### src/rtl/loader_pkg.sv
// Shared constants and state encoding for the program loader.
// ST_CHECK exists only when LOADER_CHECKSUM_EN is defined.
package loader_pkg;

   localparam int unsigned LOADER_ADDR_W      = 9;
   localparam int unsigned LOADER_DEPTH       = 512;
   localparam int unsigned LOADER_HOLD_CYCLES = 2;

   typedef enum logic [2:0] {
      ST_LOAD  = 3'd0,
`ifdef LOADER_CHECKSUM_EN
      ST_CHECK = 3'd1,
`endif
      ST_HOLD  = 3'd2,
      ST_RUN   = 3'd3,
      ST_ERROR = 3'd4
   } state_e;

endpackage

### src/rtl/loader_checksum.sv
// Running mod-256 sum of the image bytes written to memory.
// Instantiated by program_loader only when LOADER_CHECKSUM_EN is defined.
module loader_checksum (
   input  logic       clk,
   input  logic       reset,
   input  logic       add_i,
   input  logic [7:0] data_i,
   output logic [7:0] sum_o
);

   logic [7:0] sum_q;
   logic [7:0] sum_d;

   always_comb begin
      sum_d = sum_q;
      if (add_i) begin
         sum_d = sum_q + data_i;
      end
   end

   always_ff @(posedge clk) begin
      if (reset) begin
         sum_q <= 8'h00;
      end else begin
         sum_q <= sum_d;
      end
   end

   assign sum_o = sum_q;

endmodule

### src/rtl/program_loader.sv
// Streams an image into instruction ROM / data RAM, then releases the core from reset.
// Optional trailing checksum byte is enabled with the LOADER_CHECKSUM_EN macro.
module program_loader
   import loader_pkg::*;
#(
   parameter int unsigned ADDR_W      = LOADER_ADDR_W,
   parameter int unsigned DEPTH       = LOADER_DEPTH,
   parameter int unsigned HOLD_CYCLES = LOADER_HOLD_CYCLES
) (
   input  logic              clk,
   input  logic              reset,
   input  logic              in_valid,
   input  logic [7:0]        in_data,
   input  logic              in_last,
   output logic              in_ready,
   output logic              rom_we,
   output logic              ram_we,
   output logic [ADDR_W-1:0] mem_addr,
   output logic [7:0]        mem_wdata,
   output logic              core_reset,
   output logic              done,
   output logic              error,
   output logic [ADDR_W:0]   byte_count
);

   localparam int unsigned CNT_W  = ADDR_W + 1;
   localparam int unsigned HOLD_W = (HOLD_CYCLES > 1) ? $clog2(HOLD_CYCLES) : 1;

   state_e              state_q, state_d;
   logic [CNT_W-1:0]    count_q, count_d;
   logic [HOLD_W-1:0]   hold_q, hold_d;
   logic                we_q, we_d;
   logic [ADDR_W-1:0]   addr_q, addr_d;
   logic [7:0]          wdata_q, wdata_d;
   logic                ready_q, ready_d;
   logic                core_reset_q, done_q, error_q;
   logic                accept_c;

   assign accept_c = in_valid && ready_q;

`ifdef LOADER_CHECKSUM_EN
   logic [7:0] sum_c;

   loader_checksum u_checksum (
      .clk    (clk),
      .reset  (reset),
      .add_i  (we_d),
      .data_i (in_data),
      .sum_o  (sum_c)
   );
`endif

   // Next-state, counters and write strobe
   always_comb begin
      state_d = state_q;
      count_d = count_q;
      hold_d  = hold_q;
      we_d    = 1'b0;
      addr_d  = addr_q;
      wdata_d = wdata_q;
      case (state_q)
         ST_LOAD: begin
            if (accept_c) begin
               if (count_q == CNT_W'(DEPTH)) begin
                  state_d = ST_ERROR;
               end else begin
                  we_d    = 1'b1;
                  addr_d  = count_q[ADDR_W-1:0];
                  wdata_d = in_data;
                  count_d = count_q + CNT_W'(1);
                  if (in_last) begin
`ifdef LOADER_CHECKSUM_EN
                     state_d = ST_CHECK;
`else
                     state_d = ST_HOLD;
`endif
                  end
               end
            end
         end
`ifdef LOADER_CHECKSUM_EN
         ST_CHECK: begin
            if (accept_c) begin
               state_d = (in_data == sum_c) ? ST_HOLD : ST_ERROR;
            end
         end
`endif
         ST_HOLD: begin
            if (hold_q == HOLD_W'(HOLD_CYCLES - 1)) begin
               state_d = ST_RUN;
            end else begin
               hold_d = hold_q + HOLD_W'(1);
            end
         end
         default: begin
         end
      endcase
   end

`ifdef LOADER_CHECKSUM_EN
   assign ready_d = (state_d == ST_LOAD) || (state_d == ST_CHECK);
`else
   assign ready_d = (state_d == ST_LOAD);
`endif

   always_ff @(posedge clk) begin
      if (reset) begin
         state_q      <= ST_LOAD;
         count_q      <= '0;
         hold_q       <= '0;
         we_q         <= 1'b0;
         addr_q       <= '0;
         wdata_q      <= 8'h00;
         ready_q      <= 1'b0;
         core_reset_q <= 1'b1;
         done_q       <= 1'b0;
         error_q      <= 1'b0;
      end else begin
         state_q      <= state_d;
         count_q      <= count_d;
         hold_q       <= hold_d;
         we_q         <= we_d;
         addr_q       <= addr_d;
         wdata_q      <= wdata_d;
         ready_q      <= ready_d;
         core_reset_q <= (state_d != ST_RUN);
         done_q       <= (state_d == ST_RUN);
         error_q      <= (state_d == ST_ERROR);
      end
   end

   assign in_ready   = ready_q;
   assign rom_we     = we_q;
   assign ram_we     = we_q;
   assign mem_addr   = addr_q;
   assign mem_wdata  = wdata_q;
   assign core_reset = core_reset_q;
   assign done       = done_q;
   assign error      = error_q;
   assign byte_count = count_q;

endmodule

### config.mk
export PLATFORM = sky130hd
export DESIGN_NAME = program_loader
export DESIGN_NICKNAME = d
export VERILOG_FILES = /design/src/rtl/loader_pkg.sv /design/src/rtl/loader_checksum.sv /design/src/rtl/program_loader.sv
export SDC_FILE = /design/constraint.sdc
export NUM_CORES = 1
export LEC_CHECK = 0
export CORE_ASPECT_RATIO = 1.25
export CORE_MARGIN = 2
export CORE_UTILIZATION = 30
export CTS_BUF_LIST = sky130_fd_sc_hd__clkbuf_2
export DETAILED_ROUTE_END_ITERATION = 7
export MAX_ROUTING_LAYER = met4
export PLACE_DENSITY = 0.61
export SYNTH_ARGS = -nofsm -noshare
export SYNTH_HDL_FRONTEND = slang
export SYNTH_SLANG_ARGS = --single-unit
### constraint.sdc
create_clock -name clk -period 1.8 [get_ports clk]
set_input_delay 0.54 -clock clk [delete_from_list [all_inputs] [get_ports clk]]
set_output_delay 0.54 -clock clk [all_outputs]
set_load 0.02 [all_outputs]
==> summary.txt, run 1 <==
Setup path
  • CP top delay family: flip-flops
  • RR Startpoint: byte_count[6]
  • CP Launch Type: register
  • Critical Path RT: approximately 1300 ps
  • CP Class: reg2out
  • Crit-path slowest cell: dfxtp_1
  • Worst path depth: 1
  • Crit path cell chain: dlygate4sd2_1
  • CP Max Fanout: 6
  • Critical Path AT: approximately 1200 ps
  • Crit path buf inv count: 1
  • Number of cells on the worst reg-to-reg path: 4
  • Delay of the slowest critical-path stage: 430 ps
  • CP endpoint kind: primary output
  • Critical Path Sink: byte_count[8]
  • FF-to-FF End: mem_addr[3]
  • Crit path launch: byte_count[8]
  • Flop2flop setup slack: around 100 ps

Synth
  • Area leader, netlist: dfxtp_1
  • Async SR Flop Fraction: 0%
  • Synth Register Bits: 36
  • Top cells by count, synth: dfxtp_1, nand2_1, a21oi_2, nor2_1, a21oi_1
  • Top-count cell post-synth: dfxtp_1
  • Top FF cell, synth: dfxtp_1
  • Synth Net Count: 181
  • Synth Area per Inst: approximately 9.3 µm²
  • Synth warnings: 0
  • Mapped Area: ~1600 µm²
  • Synth top area cells: dfxtp_1, a21oi_2, nand2_1, nor2_1, buf_6
  • Synth top area share: a little under half
  • Post-synth cell types: 35
  • Mapped Cells: 167
  • Sequential fraction of the synthesis area: a little under half
  • EDFF count, synth: 0

STA
  • Max Fclk: 0.580 GHz
  • Final setup fails: 0
  • PnR worst setup slack: 75.5 ps
  • Final worst path period need: about 1700 ps
  • Worst slew pin tran: approximately 430 ps
  • Tcrit/Tclk final: 95.8%
  • Fin. Hold Viols: 0
  • Rel. slew slack: 71.4%
  • RSZ-0062 raised after global routing: no
  • Setup_tns: 0 ps
  • Final worst clock skew: roughly 19 ps
  • Final Max Slew Viols: 0

Clocking
  • Clock Latency Late Sink: 390 ps
  • CTS H-Tree Depth: 2
  • CTS tree: built
  • CTS Sinks: 36
  • CTS Buf Count: 5
  • Clk slew on worst S/H paths: 200 ps
  • Setup bufs post-CTS: 0
  • Clock buffer depth: 2
  • CTS root buffer: clkbuf_2
  • Hold_buf cts: 0

Routing
  • DR pass1 iterations: 4
  • # DRC: 0
  • Vias: 1326
  • DRT iter0 DRCs: 53
  • Vias/cell: 4.67
  • Routed wire per std cell: between 10 and 15 µm
  • Antenna Nets Post-Route: 0
  • Routed wire length: ~3.5 mm

Global routing
  • Vias in the first global route: 1249
  • Initial antenna violation count: 0
  • Global-route wire length before repair: 5.82 mm
  • Largest net degree at the start of global routing: 21
  • GRT overflow: 0
  • GRT Overall Usage: 13.7%

Die
  • CORE AREA: about 5000 µm²
  • Die area: slightly below 6000 µm²
  • I/O Pins: 45
  • Die Width: 68.3 µm
  • Die Y: between 80 and 90 µm
  • FP Rows: 29
  • Initial core utilization: a little under a third

Pwr
  • Pint: 1.14 mW
  • Switching pwr: roughly 0.39 mW
  • Switching Share: between 20% and 30%
  • Sequential power share: between 50% and 60%
  • Leak: ~0.9 nW
  • Cell Pwr Density: between 700 and 800 nW/µm²
  • Clock share of power: between 30 and 40%
  • Combinational power share: a little under an eighth
  • Peak VDD IR: 332 µV

Placement
  • Post-DP HPWL: approximately 2.5 mm
  • DP Area: roughly 2100 µm²
  • Setup WS pre-CTS: -287 ps
  • IO Port Bufs: 44
  • Placer Congestion: approximately 0.80

Layout
  • Fillers: 522
  • Post-route cell area: between 2000 and 2500 µm²
  • Diodes inserted: 0
  • Layout cells sized above 1: 22.5%
  • Nets: 235
  • Area grow syn2layout: 37.3%

Hold path
  • Hold WC Path Type: reg2reg

Status
  • Run status: finished clean

Flow run
  • Max_cap viols: 0
worst min-delay path: cells and delay by family (launching register included):
family	cells	cell delay [ps]
flip-flops	1	350
AND/OR/NAND/NOR	1	50
AO/OA/AOI/OAI	1	50
registers in the layout, indices dropped and copies added, names as in the netlist:
signal	flops
ram_we	1
mem_addr	9
mem_wdata	8
core_reset	1
in_ready	1
byte_count	10
error	1
state_q	3
done	1
hold_q	1
power groups by stage:
| stage | clock [mW] | combinational (mW) | sequential [mW] |
|---|---|---|---|
| after floorplan | 0 | 0.0849 | 0.864 |
| after global placement | 0 | 0.189 | 0.847 |
| after detailed placement | 0 | 0.190 | 0.847 |
| after CTS | 0.532 | 0.179 | 0.830 |
| after global routing | 0.563 | 0.191 | 0.832 |
| final | 0.516 | 0.176 | 0.830 |
cells in the final DEF (no fill, tap or decap), types with 4 or more instances in the layout:
cell | Yosys | final
a21oi_1 | 7 | 7
a21oi_2 | 15 | 15
buf_4 | 1 | 13
clkbuf_2 | 0 | 8
clkdlybuf4s50_1 | 0 | 11
dfxtp_1 | 36 | 33
dlygate4sd2_1 | 0 | 31
inv_1 | 5 | 5
nand2_1 | 35 | 35
nand3_1 | 4 | 4
nand4_1 | 4 | 4
nor2_1 | 15 | 15
or3_1 | 4 | 4
worst min-delay path by stage:
| stage | from | end | slack, ps | cells after the start |
|---|---|---|---|---|
| final | mem_wdata[0] | mem_wdata[0] | 460 | 2 |
| after CTS | mem_wdata[0] | mem_wdata[0] | 470 | 2 |
| after floorplan | hold_q | hold_q | 440 | 2 |
| after global routing | mem_wdata[0] | mem_wdata[0] | 490 | 2 |
| after global placement | mem_wdata[0] | mem_wdata[0] | 440 | 2 |
| after detailed placement | mem_wdata[0] | mem_wdata[0] | 450 | 2 |
area by class of cell:
| type | count | area (µm²) | share of cell area, % |
|---|---|---|---|
| flip-flops and latches | 36 | 724 | 34.0 |
| clock buffers | 6 | 30.0 | 1.41 |
| inverters | 5 | 18.8 | 0.880 |
| multi-input cells | 115 | 737 | 34.6 |
| clock inverters | 2 | 35.0 | 1.64 |
| repair buffers | 58 | 509 | 23.9 |
| well taps | 62 | 77.6 | 3.64 |
logic make-up (layout without fill, tap and decap cells):
logic type,Yosys count,in the layout,synth area share (%)
XOR/XNOR,4,4,2.26
flip-flops,36,36,46.4
adder cells (fa/ha/maj),2,2,1.61
AND/OR/NAND/NOR,75,75,25.9
buffers and inverters,16,71,6.12
AO/OA/AOI/OAI,34,34,17.7
timing repair:
action                                  in CTS  in global routing
gates resized for setup                     35                  4
endpoints found under the setup margin      33                  8
pin swaps                                    0                  2
layer usage:
metal | routed length (µm) | track usage, %
met1 | 1600 | 16.7
met2 | 1690 | 20.9
met3 | 149 | 3.22
met4 | 93 | 6.73
met5 | 0 | -
through the flow:
stage          hold WS, ps  cells  power [mW]  utilization, %
2_1_floorplan          437    167       0.949               -
6_report               464    284        1.52            42.3
4_1_cts                466    284        1.54            42.4
5_1_grt                489    284        1.59            42.3
3_5_place_dp           446    276        1.04            41.9
3_3_place_gp           442    276        1.04            41.9
(Power assumes the default switching activity.)
==> inputs of run 2 (changes only) <==
--- a/config.mk
+++ b/config.mk
@@ -12,6 +12,7 @@
 export DETAILED_ROUTE_END_ITERATION = 7
 export MAX_ROUTING_LAYER = met4
 export PLACE_DENSITY = 0.61
+export SLEW_MARGIN = 10
 export SYNTH_ARGS = -nofsm -noshare
 export SYNTH_HDL_FRONTEND = slang
 export SYNTH_SLANG_ARGS = --single-unit
==> results of run 2 <==
Same layout as run 1: the final DEF is identical, and so are final timing and power.
==> inputs of run 3 (changes only) <==
--- a/config.mk
+++ b/config.mk
@@ -5,13 +5,14 @@
 export SDC_FILE = /design/constraint.sdc
 export NUM_CORES = 1
 export LEC_CHECK = 0
-export CORE_ASPECT_RATIO = 1.25
+export CORE_ASPECT_RATIO = 0.7
 export CORE_MARGIN = 2
 export CORE_UTILIZATION = 30
 export CTS_BUF_LIST = sky130_fd_sc_hd__clkbuf_2
 export DETAILED_ROUTE_END_ITERATION = 7
 export MAX_ROUTING_LAYER = met4
 export PLACE_DENSITY = 0.61
+export SETUP_SLACK_MARGIN = 0.4
 export SLEW_MARGIN = 10
 export SYNTH_ARGS = -nofsm -noshare
 export SYNTH_HDL_FRONTEND = slang
==> run 3 against run 2 <==
  * Total power grew 9.8%
  * Critical endpoint is now mem_wdata[0]
  * Clock skew grew 4.2 ps
  * Critical path depth grew 7
  * Setup slack gained 63 ps
  * Non-clock buffer count grew 45
  * Global-route usage grew 4.4 points
==> summary.txt, run 3 (synthesized netlist as in run 1, its figures left out) <==
Die
  • Die Y: 64.2 µm
  • I/O Pins: 45
  • CORE AREA: 4890 µm²
  • Die area: 5780 µm²
  • Die Width: 90.0 µm
  • FP Rows: 21
  • Initial core utilization: a little under a third

Layout
  • Register area: between 700 and 800 µm²
  • Largest register FFs: 10
  • Diodes inserted: 0
  • Layout cells sized above 1: 72.7%
  • Post-layout util: around 61%
  • Fillers: roughly 410
  • Nets: 280
  • Fin cells: 336
  • Combined area of the multi-input logic cells: 968 µm²
  • Commonest cells after routing, fill and taps aside: buf_6, buf_4, dfxtp_2, a21oi_2, nand2_1
  • Area grow syn2layout: 92.9%
  • Commonest non-fill, non-tap cell in the layout: buf_6

STA
  • Max Fclk: 0.602 GHz
  • Final setup fails: 0
  • Hold_ws: 488 ps
  • Fin. Hold Viols: 0
  • RSZ-0062 raised after global routing: yes
  • Final worst clock skew: between 20 and 25 ps
  • Tcrit/Tclk final: between 90 and 100%
  • Final Max Slew Viols: 0
  • Final worst path period need: roughly 1700 ps
  • Worst slew pin tran: approximately 530 ps
  • Setup_tns: 0 ps
  • Rel. slew slack: approximately 65%

Placement
  • IO Port Bufs: 44
  • Inst Count DP: ~290
  • Post-DP HPWL: ~2.6 mm
  • Placer Congestion: approximately 0.9

Clocking
  • Clk slew on worst S/H paths: roughly 210 ps
  • CTS Sinks: 36
  • Clock Latency Late Sink: approximately 420 ps
  • CTS Buf Count: 5
  • Hold_buf cts: 0
  • Clock buffer depth: 2
  • CTS root buffer: clkbuf_2
  • CTS H-Tree Depth: 2
  • CTS tree: built

Global routing
  • GRT Overall Usage: a little under a fifth
  • Initial antenna violation count: 0
  • GRT overflow: 0
  • Global-route wire length before repair: 7.93 mm
  • Vias in the first global route: approximately 1600
  • Largest net degree at the start of global routing: 22

Routing
  • Antenna Nets Post-Route: 0
  • # DRC: 0
  • Vias/cell: between 4 and 5
  • Routed wire per std cell: 15.1 µm
  • DRT iter0 DRCs: 61
  • DR pass1 iterations: 4
  • Routed wire length: 5.06 mm
  • Vias: between 1500 and 2000

Setup path
  • CP Launch Type: register
  • CP Max Fanout: 8
  • RR Startpoint: byte_count[3]
  • Number of cells on the worst reg-to-reg path: 8
  • Flop2flop setup slack: 140 ps
  • CP endpoint kind: register
  • FF-to-FF End: mem_wdata[0]
  • CP Class: reg2reg
  • Critical Path RT: around 2100 ps
  • Critical Path AT: roughly 2000 ps

Hold path
  • HP Start: mem_addr[3]
  • Worst Hold Depth: 2
  • Min-Delay Endpoint: mem_addr[3]
  • Hold WC Path Type: reg2reg

Pwr
  • Peak VDD IR: ~370 µV
  • Leak: 1.24 nW
  • Cell Pwr Density: between 500 and 600 nW/µm²

Status
  • Run status: finished clean

Flow run
  • Max_cap viols: 0
-- run 3: changes by cell type in the layout (fill, tap and decap cells not counted), sizes merged --
cell / change
dlygate4sd2: -30
clkbuf: -2
clkdlybuf4s50: -1
buf: +78
-- run 3: metrics by stage --
| step | total power [mW] | worst slack [ps] | instance area [µm²] |
|---|---|---|---|
| after floorplan | 0.953 | 224 | 1600 |
| after global placement | 1.05 | -237 | 2190 |
| after detailed placement | 1.05 | -277 | 2190 |
| after CTS | 1.64 | 171 | 2780 |
| after global routing | 1.75 | 76.0 | 3000 |
| final | 1.67 | 138 | 3000 |
-- run 3: what timing repair did --
action	in CTS	in global routing
setup endpoints to repair	67	66
buffers inserted	31	10
gates resized for setup	266	33
cloned	2	0
pin swaps	21	27
-- run 3: worst max path at each step --
stage	start	to	slack (ps)	cells after the start
after floorplan	byte_count[0]	mem_addr[4]	220	7
after global placement	in_valid	mem_addr[1]	-240	7
after detailed placement	in_valid	byte_count[0]	-280	7
after CTS	byte_count[2]	byte_count[2]	170	1
after global routing	byte_count[3]	mem_wdata[0]	80	8
final	byte_count[3]	mem_wdata[0]	140	8
-- run 3: report_power, final --
group	switching, mW	total (mW)	internal, mW
logic	0.149	0.317	0.168
clock network	0.290	0.529	0.239
registers	0.0205	0.826	0.806
total	0.459	1.67	1.21
-- run 3: cell type report --
cell class	count	share of cell area, %
Inverter	5	0.710
Clock inverter	2	1.17
Sequential cell	36	26.3
Tap cell	69	2.88
Timing Repair Buffer	103	35.6
Clock buffer	6	1.00
Multi-Input combinational cell	115	32.3
-- run 3: worst max-delay path, cell delays in order (launching register included) --
cell and delay [ps]:
dfxtp_4 400, buf_12 130, nor4_4 310, buf_4 190, a311oi_4 100, buf_4 180
buf_16 150, nand2_1 80, a21oi_2 50
-- run 3: layer usage --
layer	track usage [%]	routed length, µm	vias up
met2	26.9	2320	49
met3	6.01	213	11
met4	5.77	113	0
met5	-	0	-
met1	23.6	2420	751
li1	-	-	771
